==> config.mk <==
export PLATFORM = sky130hd
export DESIGN_NAME = l2b_sio_rtn_assembler
export DESIGN_NICKNAME = d
export VERILOG_FILES = /design/src/rtl/l2_sio_pkg.sv /design/src/rtl/l2b_sio_line_fifo.sv /design/src/rtl/l2b_sio_rtn_assembler.sv
export SDC_FILE = /design/constraint.sdc
export NUM_CORES = 2
export LEC_CHECK = 0
export BUFFER_PORTS_ARGS = -buffer_cell sky130_fd_sc_hd__buf_2
export CAP_MARGIN = 20
export CORE_MARGIN = 5
export CORE_UTILIZATION = 45
export DETAILED_ROUTE_END_ITERATION = 8
export GPL_ROUTABILITY_DRIVEN = 1
export GPL_TIMING_DRIVEN = 1
export PLACE_DENSITY = 0.65
export SLEW_MARGIN = 20
export SYNTH_ARGS = -nofsm -noshare
export SYNTH_HDL_FRONTEND = slang
export SYNTH_SLANG_ARGS = --single-unit
==> constraint.sdc <==
create_clock -name iol2clk -period 39.7 [get_ports iol2clk]
set_input_delay 0 -clock iol2clk [delete_from_list [all_inputs] [get_ports iol2clk]]
set_output_delay 0 -clock iol2clk [all_outputs]
set_load 0.005 [all_outputs]
==> src/rtl/l2_sio_pkg.sv <==
// Shared types and helpers for the L2-to-SIO read-return path.
package l2_sio_pkg;

    localparam int L2_NUM_BEATS = 16;

    typedef enum logic {
        ST_IDLE,
        ST_DATA
    } asm_state_t;

    typedef struct packed {
        logic [31:0]                ctag;
        logic [32*L2_NUM_BEATS-1:0] data;
        logic                       ue;
        logic                       pe;
    } line_t;

    // Even parity: the stored bit is the XOR of the 16 bits it covers.
    function automatic logic even_par16(input logic [15:0] d);
        return ^d;
    endfunction

endpackage

==> src/rtl/l2b_sio_line_fifo.sv <==
// Two-entry valid/ready line buffer; a push into a full buffer without a same-cycle pop is dropped and flagged.
module l2b_sio_line_fifo #(
    parameter int WIDTH = 8
) (
    input  logic             iol2clk,
    input  logic             reset,
    input  logic             wr_en,
    input  logic [WIDTH-1:0] wr_data,
    input  logic             rd_rdy,
    output logic             rd_vld,
    output logic [WIDTH-1:0] rd_data,
    output logic             ovf
);

    logic [WIDTH-1:0] mem_q [2];
    logic             wr_ptr_q;
    logic             rd_ptr_q;
    logic [1:0]       count_q;
    logic             pop;
    logic             push;
    logic             full;

    assign full   = (count_q == 2'd2);
    assign rd_vld = (count_q != 2'd0);
    assign pop    = rd_vld & rd_rdy;
    // A full buffer still accepts a write when the head leaves in the same cycle.
    assign push   = wr_en & (~full | pop);
    assign ovf    = wr_en & full & ~pop;
    assign rd_data = mem_q[rd_ptr_q];

    always_ff @(posedge iol2clk) begin
        if (reset) begin
            for (int i = 0; i < 2; i++) begin
                mem_q[i] <= '0;
            end
            wr_ptr_q <= 1'b0;
            rd_ptr_q <= 1'b0;
            count_q  <= 2'd0;
        end else begin
            if (push) begin
                mem_q[wr_ptr_q] <= wr_data;
                wr_ptr_q        <= ~wr_ptr_q;
            end
            if (pop) begin
                rd_ptr_q <= ~rd_ptr_q;
            end
            case ({push, pop})
                2'b10:   count_q <= count_q + 2'd1;
                2'b01:   count_q <= count_q - 2'd1;
                default: count_q <= count_q;
            endcase
        end
    end

endmodule

==> src/rtl/l2b_sio_rtn_assembler.sv <==
// Per-bank receive stage: assembles a ctag header plus NUM_BEATS data beats into a line,
// accumulates parity/UE status, and buffers completed lines for the SIO outbound logic.
module l2b_sio_rtn_assembler
    import l2_sio_pkg::*;
#(
    parameter int NUM_BEATS = L2_NUM_BEATS,
    parameter int BANK_ID   = 0
) (
    input  logic                   iol2clk,
    input  logic                   reset,
    input  logic                   l2b_sio_ctag_vld,
    input  logic [31:0]            l2b_sio_data,
    input  logic [1:0]             l2b_sio_parity,
    input  logic                   l2b_sio_ue_err,
    output logic                   out_vld,
    input  logic                   out_rdy,
    output logic [31:0]            out_ctag,
    output logic [32*NUM_BEATS-1:0] out_data,
    output logic                   out_ue,
    output logic                   out_pe,
    output logic [2:0]             out_bank,
    output logic                   ovf_err,
    output logic                   proto_err,
    input  logic                   err_clr
);

    localparam int CNT_W  = $clog2(NUM_BEATS);
    localparam int DATA_W = 32 * NUM_BEATS;
    localparam int LINE_W = 32 + DATA_W + 2;
    localparam logic [CNT_W-1:0] LAST_BEAT = CNT_W'(NUM_BEATS - 1);

    asm_state_t        state_q;
    asm_state_t        state_d;
    logic [CNT_W-1:0]  beat_cnt_q;
    logic [31:0]       ctag_q;
    logic [DATA_W-1:0] data_q;
    logic [DATA_W-1:0] data_merged;
    logic              ue_acc_q;
    logic              pe_acc_q;
    logic              beat_pe;
    logic              is_last;
    logic              commit;
    logic              proto_set;
    logic              fifo_ovf;
    logic [LINE_W-1:0] commit_line;
    logic [LINE_W-1:0] head_line;

    assign beat_pe = (l2b_sio_parity[1] != even_par16(l2b_sio_data[31:16]))
                   | (l2b_sio_parity[0] != even_par16(l2b_sio_data[15:0]));
    assign is_last = (beat_cnt_q == LAST_BEAT);

    always_ff @(posedge iol2clk) begin
        if (reset) begin
            state_q <= ST_IDLE;
        end else begin
            state_q <= state_d;
        end
    end

    always_comb begin
        state_d = state_q;
        case (state_q)
            ST_IDLE: if (l2b_sio_ctag_vld) state_d = ST_DATA;
            ST_DATA: begin
                if (l2b_sio_ctag_vld) begin
                    state_d = ST_DATA;
                end else if (is_last) begin
                    state_d = ST_IDLE;
                end
            end
            default: state_d = ST_IDLE;
        endcase
    end

    // A header during DATA restarts capture and is reported as a framing violation.
    always_comb begin
        commit    = 1'b0;
        proto_set = 1'b0;
        if (state_q == ST_DATA) begin
            if (l2b_sio_ctag_vld) begin
                proto_set = 1'b1;
            end else if (is_last) begin
                commit = 1'b1;
            end
        end
    end

    always_comb begin
        data_merged = data_q;
        data_merged[32*int'(beat_cnt_q) +: 32] = l2b_sio_data;
    end

    // The final beat goes straight into the committed line rather than through data_q.
    assign commit_line = {ctag_q, data_merged, ue_acc_q | l2b_sio_ue_err, pe_acc_q | beat_pe};

    always_ff @(posedge iol2clk) begin
        if (reset) begin
            ctag_q     <= '0;
            data_q     <= '0;
            beat_cnt_q <= '0;
            ue_acc_q   <= 1'b0;
            pe_acc_q   <= 1'b0;
        end else if (l2b_sio_ctag_vld) begin
            ctag_q     <= l2b_sio_data;
            pe_acc_q   <= beat_pe;
            ue_acc_q   <= 1'b0;
            beat_cnt_q <= '0;
        end else if (state_q == ST_DATA) begin
            data_q   <= data_merged;
            ue_acc_q <= ue_acc_q | l2b_sio_ue_err;
            pe_acc_q <= pe_acc_q | beat_pe;
            if (!is_last) begin
                beat_cnt_q <= beat_cnt_q + 1'b1;
            end
        end
    end

    // Clearing wins over a same-cycle set, so that event is not recorded.
    always_ff @(posedge iol2clk) begin
        if (reset) begin
            ovf_err   <= 1'b0;
            proto_err <= 1'b0;
        end else if (err_clr) begin
            ovf_err   <= 1'b0;
            proto_err <= 1'b0;
        end else begin
            if (fifo_ovf)  ovf_err   <= 1'b1;
            if (proto_set) proto_err <= 1'b1;
        end
    end

    l2b_sio_line_fifo #(
        .WIDTH (LINE_W)
    ) u_line_fifo (
        .iol2clk (iol2clk),
        .reset   (reset),
        .wr_en   (commit),
        .wr_data (commit_line),
        .rd_rdy  (out_rdy),
        .rd_vld  (out_vld),
        .rd_data (head_line),
        .ovf     (fifo_ovf)
    );

    assign out_ctag = head_line[LINE_W-1 -: 32];
    assign out_data = head_line[2 +: DATA_W];
    assign out_ue   = head_line[1];
    assign out_pe   = head_line[0];
    assign out_bank = 3'(BANK_ID);

endmodule

==> After elaboration in Yosys (flattened, before gate mapping) <==
Memory sizes are Yosys's and may differ from the RTL's. A register that Yosys moved wholly into a read port is not among the register bits.
Index checks and enable logic that the tools add are counted.
{ "op_classes": {"n_addsub": 4, "n_eq_ne": 6, "shifts": 2, "n_mux": 22, "bitwise": 15, "reduce_logical": 10} }
{ "ops": {"columns": ["operator", "count"], "rows": [
  ["546-bit two-way mux", 1],
  ["546-bit OR reduction", 1],
  ["512-bit bitwise mux", 1],
  ["32-bit by 33-bit variable shift with 512-bit output, first input constant", 1],
  ["32-bit by 33-bit indexed part select with 512-bit output", 1],
  ["9-bit negation with 33-bit output", 1],
  ["16-bit XOR reduction", 2],
  ["1-bit two-way mux", 18],
  ["1-bit inverter", 7],
  ["2-bit nonzero test", 3],
  ["4-bit by 1-bit adder with 4-bit output, second input constant", 1],
  ["1-bit AND", 4],
  ["2-bit equality test, second input constant", 2],
  ["4-bit equality test, second input constant", 1],
  ["1-bit OR", 4],
  ["2-bit case mux with 2 select lines", 1],
  ["2-bit AND reduction", 2],
  ["2-bit OR reduction", 2],
  ["2-bit by 1-bit adder with 2-bit output, second input constant", 1],
  ["2-bit by 1-bit equality test with 1-bit output, second input constant", 1],
  ["1-bit != test", 2],
  ["1-bit case mux with 2 select lines", 1],
  ["2-bit by 1-bit subtractor with 2-bit output, second input constant", 1]
]} }
{ "totals": {"regBits": 557, "ram_bits": 1092, "in_bits": 40, "out_inout_bits": 552, "word_cells": 71, "n_memories": 1} }
{ "mem_list": {"columns": ["name", "words", "width", "read_ports", "rd_clocked_by_memory_dff", "write_ports", "line", "text"], "rows": [
  ["u_line_fifo.mem_q", 2, 546, 1, 1, 2, "l2b_sio_line_fifo.sv:15", "logic [WIDTH-1:0] mem_q [2];"]
]} }

==> Longest topological paths before layout <==
{ "depth": {"depth_word": 10, "ltp_mapped": 12, "depth_no_buf": 8} }

==> Modules after synthesis <==
A second synthesis with hierarchy kept.
{ "unflattened": {"hier_cells": 6816, "hier_area_um2": 73459.2} }
{ "by_module_without_submodules": {"columns": ["module", "n_inst", "cells_per_inst", "area_per_inst_um2", "seq_area_each_um2"], "rows": [
  ["l2b_sio_line_fifo", 1, 2939, 46940.0, 32891.5],
  ["l2b_sio_rtn_assembler", 1, 3877, 26519.2, 11070.6]
]} }

==> Worst setup path before layout <==
OpenSTA, ideal clock, no wires.
{ "synth_timing": {"path_kind": "reg2reg", "from": "register beat_cnt_q[0]", "to": "memory u_line_fifo.mem_q[0][0] (netlist name), enable pin", "setup_ns": 1.574, "arrival_ns": 25.950, "t_required_ns": 38.126, "slack_ns": 12.176, "stages_incl_launch_ff": 6, "n_path_buf": 0, "period_less_slack_ns": 27.524, "cell_sequence": "dfxtp_1 -> ha_1 -> nand3_1 -> nor2_1 -> nand2_1 -> o21bai_1"} }
{ "synth_rtl": {"columns": ["item", "line", "text"], "rows": [
  ["start: declaration", "l2b_sio_rtn_assembler.sv:34", "logic [CNT_W-1:0] beat_cnt_q;"],
  ["start signal: assignment", "l2b_sio_rtn_assembler.sv:113", "beat_cnt_q <= beat_cnt_q + 1'b1;"],
  ["end: declaration", "l2b_sio_line_fifo.sv:15", null]
]} }

==> impl_metrics.toml <==
[timing]
slew_viol_final = 97
finalCritPeriodShare_pct = 15.7
worst_slack_ps = 33480
hold_ws_ps = 130
finalHoldViolCount = 0
finalSetupViolCount = 0
finalCriticalPeriod_ps = 6220
worstMarginPinSlew_ps = 1610
slew_headroom_pct = -7.62
rsz0062_at_grt = "no"
skew_ps = 33.2
timing.setup.tns_ps = 0
fmax_mhz = 161

[routing]
drt_wl_total_um = 217000
wl_per_cell_um = 23.7
via_count = 50100
dr.pass1.iters = 6
drtAntennaViolNets = 0
drtIter0Drc = 4561
vias_per_cell = 5.47
drcViolationCount = 0

[clock_tree]
cts_sinks = 1650
cts_buffers = 172
post_cts_buffers = 0
root_buffer = "clkbuf_16"
path_clk_slew_ps = 60
htree_levels = 4
insertion_delay_ps = 810
cts_tree = "built"
clock_path_buffers = 3

[floorplanning]
die_w_um = 405
rows = 145
dieArea_um2 = 164000
initial_utilization_pct = 45.1
die_h_um = 405
io_pins = 592
fp.coreArea_um2 = 156000

[grt]
antenna_found_initial = 17
grt_pass1_vias = 47600
grt_pass1_wl_um = 313000
grt_max_degree = 184
grt_usage_pct = 25.6
grt_overflow_total = 0

[finish]
seq_area_um2 = 44000
drive_gt1_share_pct = 21.7
multi_input_area_um2 = 24400
area_delta_synth_final_pct = 15.4
fillers = 13500
nets = 6985

[synthesis]
yosys-top-cells-count = "1777 x nor2_1, 1092 x edfxtp_1, 783 x a21oi_1"
synth_top_area_share_pct = 46.6
synth-xor-area-share_pct = 0.534
postSynthCellCount = 6571
synth_top_family_by_area = "simple AND/OR/NAND/NOR gates"
synth_cell_types = 47
synth_warnings = 0
synth_top_flop_cell = "edfxtp_1"
synth_adder_area_share_pct = 0.0712
synth_compound_area_share_pct = 5.66
yosysSeqAreaShare_pct = 62.5
muxShareOfSynthArea_pct = 12.7
ys_ff_latch = 1650
syn_area_um2 = 70300
synthArstFlopShare_pct = 0
syn_area_per_cell_um2 = 10.7
synth_area_leaders = "edfxtp_1 47%, dfxtp_1 16%, nor2_1 9.5%, mux2_2 8.7%, a21oi_1 5.6%"
yosys.area.top_type = "edfxtp_1"
synth-edff-count = 1092
yosys.area_share.simple_pct = 15.3
synth.most_common_cell = "nor2_1"

[setup_path]
worst_ep_required_time_ps = 40120
critPathLaunchType = "flip-flop"
crit_fanout = 133
worstSetupPathType = "reg2reg"
cp.arrival_ps = 6640
endpoint_kind = "flip-flop"

[pwr]
ir_drop_mv = 0.0373
power_density_nw_per_um2 = 45.1
power_w = 0.00366
power.leakage_nw = 28.3

[place]
dp_hpwl_um = 129000
portBuffers = 588
gp_congestion = 0.791
dp_slack_ps = 33560

[run]
maxCapViolCount = 0

[status]
violations = "max-slew violations"
outcome = "complete, but fails checks"

[worst_hold_path]
hold_class = "in2reg"
[through the flow]
stage / cells / area [µm²] / util, %
4_1_cts: 9145 / 81000 / 52.0
3_3_place_gp: 8752 / 74600 / 47.9
3_5_place_dp: 8756 / 74700 / 47.9
6_report: 9156 / 81100 / 52.1
5_1_grt: 9147 / 81100 / 52.1
2_1_floorplan: 6573 / 70300 / -
[cell families after synthesis]
kind of cell | Yosys count
mux | 825
compound gates | 791
other cells | 1
xor+xnor | 38
simple gates | 2709
flops | 1650
buf+inv | 553
fa+ha+maj | 4
[state kept, by name, summed over array words and instances (netlist names), 2 cells and up, named ones only]
| signal | cells |
|---|---|
| ctag_q | 32 |
| data_q | 512 |
| u_line_fifo.count_q | 2 |
| u_line_fifo.mem_q | 1092 |
| beat_cnt_q | 4 |
[critical path: stages (launching register included)]
cell      delay, ps
dfxtp_4         870
ha_1            320
nand3_1         140
nor2_1          250
nand2_1         270
nor2_2          290
nand2_8         380
nand2b_4        730
buf_4           640
buf_12          500
buf_4           900
[layer usage]
layer / up-vias / global-route usage, % / wire length, µm
met2: 2012 / 42.1 / 104000
met4: 0 / 9.67 / 8370
li1: 23100 / - / -
met5: - / 0 / 0
met3: 323 / 5.26 / 18000
met1: 24700 / 33.5 / 87200
[layout by cell type, fill, tap and decap left out, types with 5 or more instances in the layout]
cell type         n
nand3_1          65
buf_4            75
dlygate4sd3_1    67
xnor2_1          28
clkbuf_1         55
xor2_1            6
nor3_1           35
mux2i_1         279
nor2_4           14
buf_2           587
dfxtp_1         556
mux2_2          546
diode_2           9
inv_6             5
a21oi_1         783
nand2_2          12
clkbuf_16       174
nand2_1         639
nor2_1         1765
clkinvlp_4        5
and2_1           64
nor2b_1          23
clkinv_2         21
and2_0           24
nand3_2           5
buf_16            5
clkinv_1         11
edfxtp_1       1092
bufinv_16         8
clkbuf_8         33
and3_1           33
buf_12            8
[where the power goes]
group | switching, W | internal [W]
sequential | 0.0000129 | 0.00187
combinational | 0.000113 | 0.0000505
clock | 0.000687 | 0.000929
total | 0.000813 | 0.00285
[path summary, 6_finish.rpt]
path                                                 start                                 endpoint  slack [ps]  cells after the start
worst max-delay path            beat_cnt_q[0]$_SDFFE_PP0P_  u_line_fifo.mem_q[1][257]$_SDFFCE_PN0P_       33480                     10
worst min-delay path                     l2b_sio_parity[0]                    pe_acc_q$_SDFFE_PP0P_         130                      7
worst max register to register  beat_cnt_q[0]$_SDFFE_PP0P_  u_line_fifo.mem_q[1][257]$_SDFFCE_PN0P_       33480                     10
worst min register to register    data_q[138]$_SDFFE_PP0P_                 data_q[138]$_SDFFE_PP0P_         450                      2
[timing repair]
action | 4_1_cts | 5_1_grt
hold buffers | 67 | 0
hold endpoints to repair | 194 | 0
gates resized for setup | 0 | 0
[cell type report]
class	count	share of cell area, %
clock buffers	262	6.18
repair buffers	743	5.53
diodes	9	0.0278
multi-input cells	4370	30.1
clock inverters	60	0.811
inverters	4	0.0185
flip-flops and latches	1650	54.2
well taps	2058	3.17
Note: power is estimated with default switching activity, not from simulation.
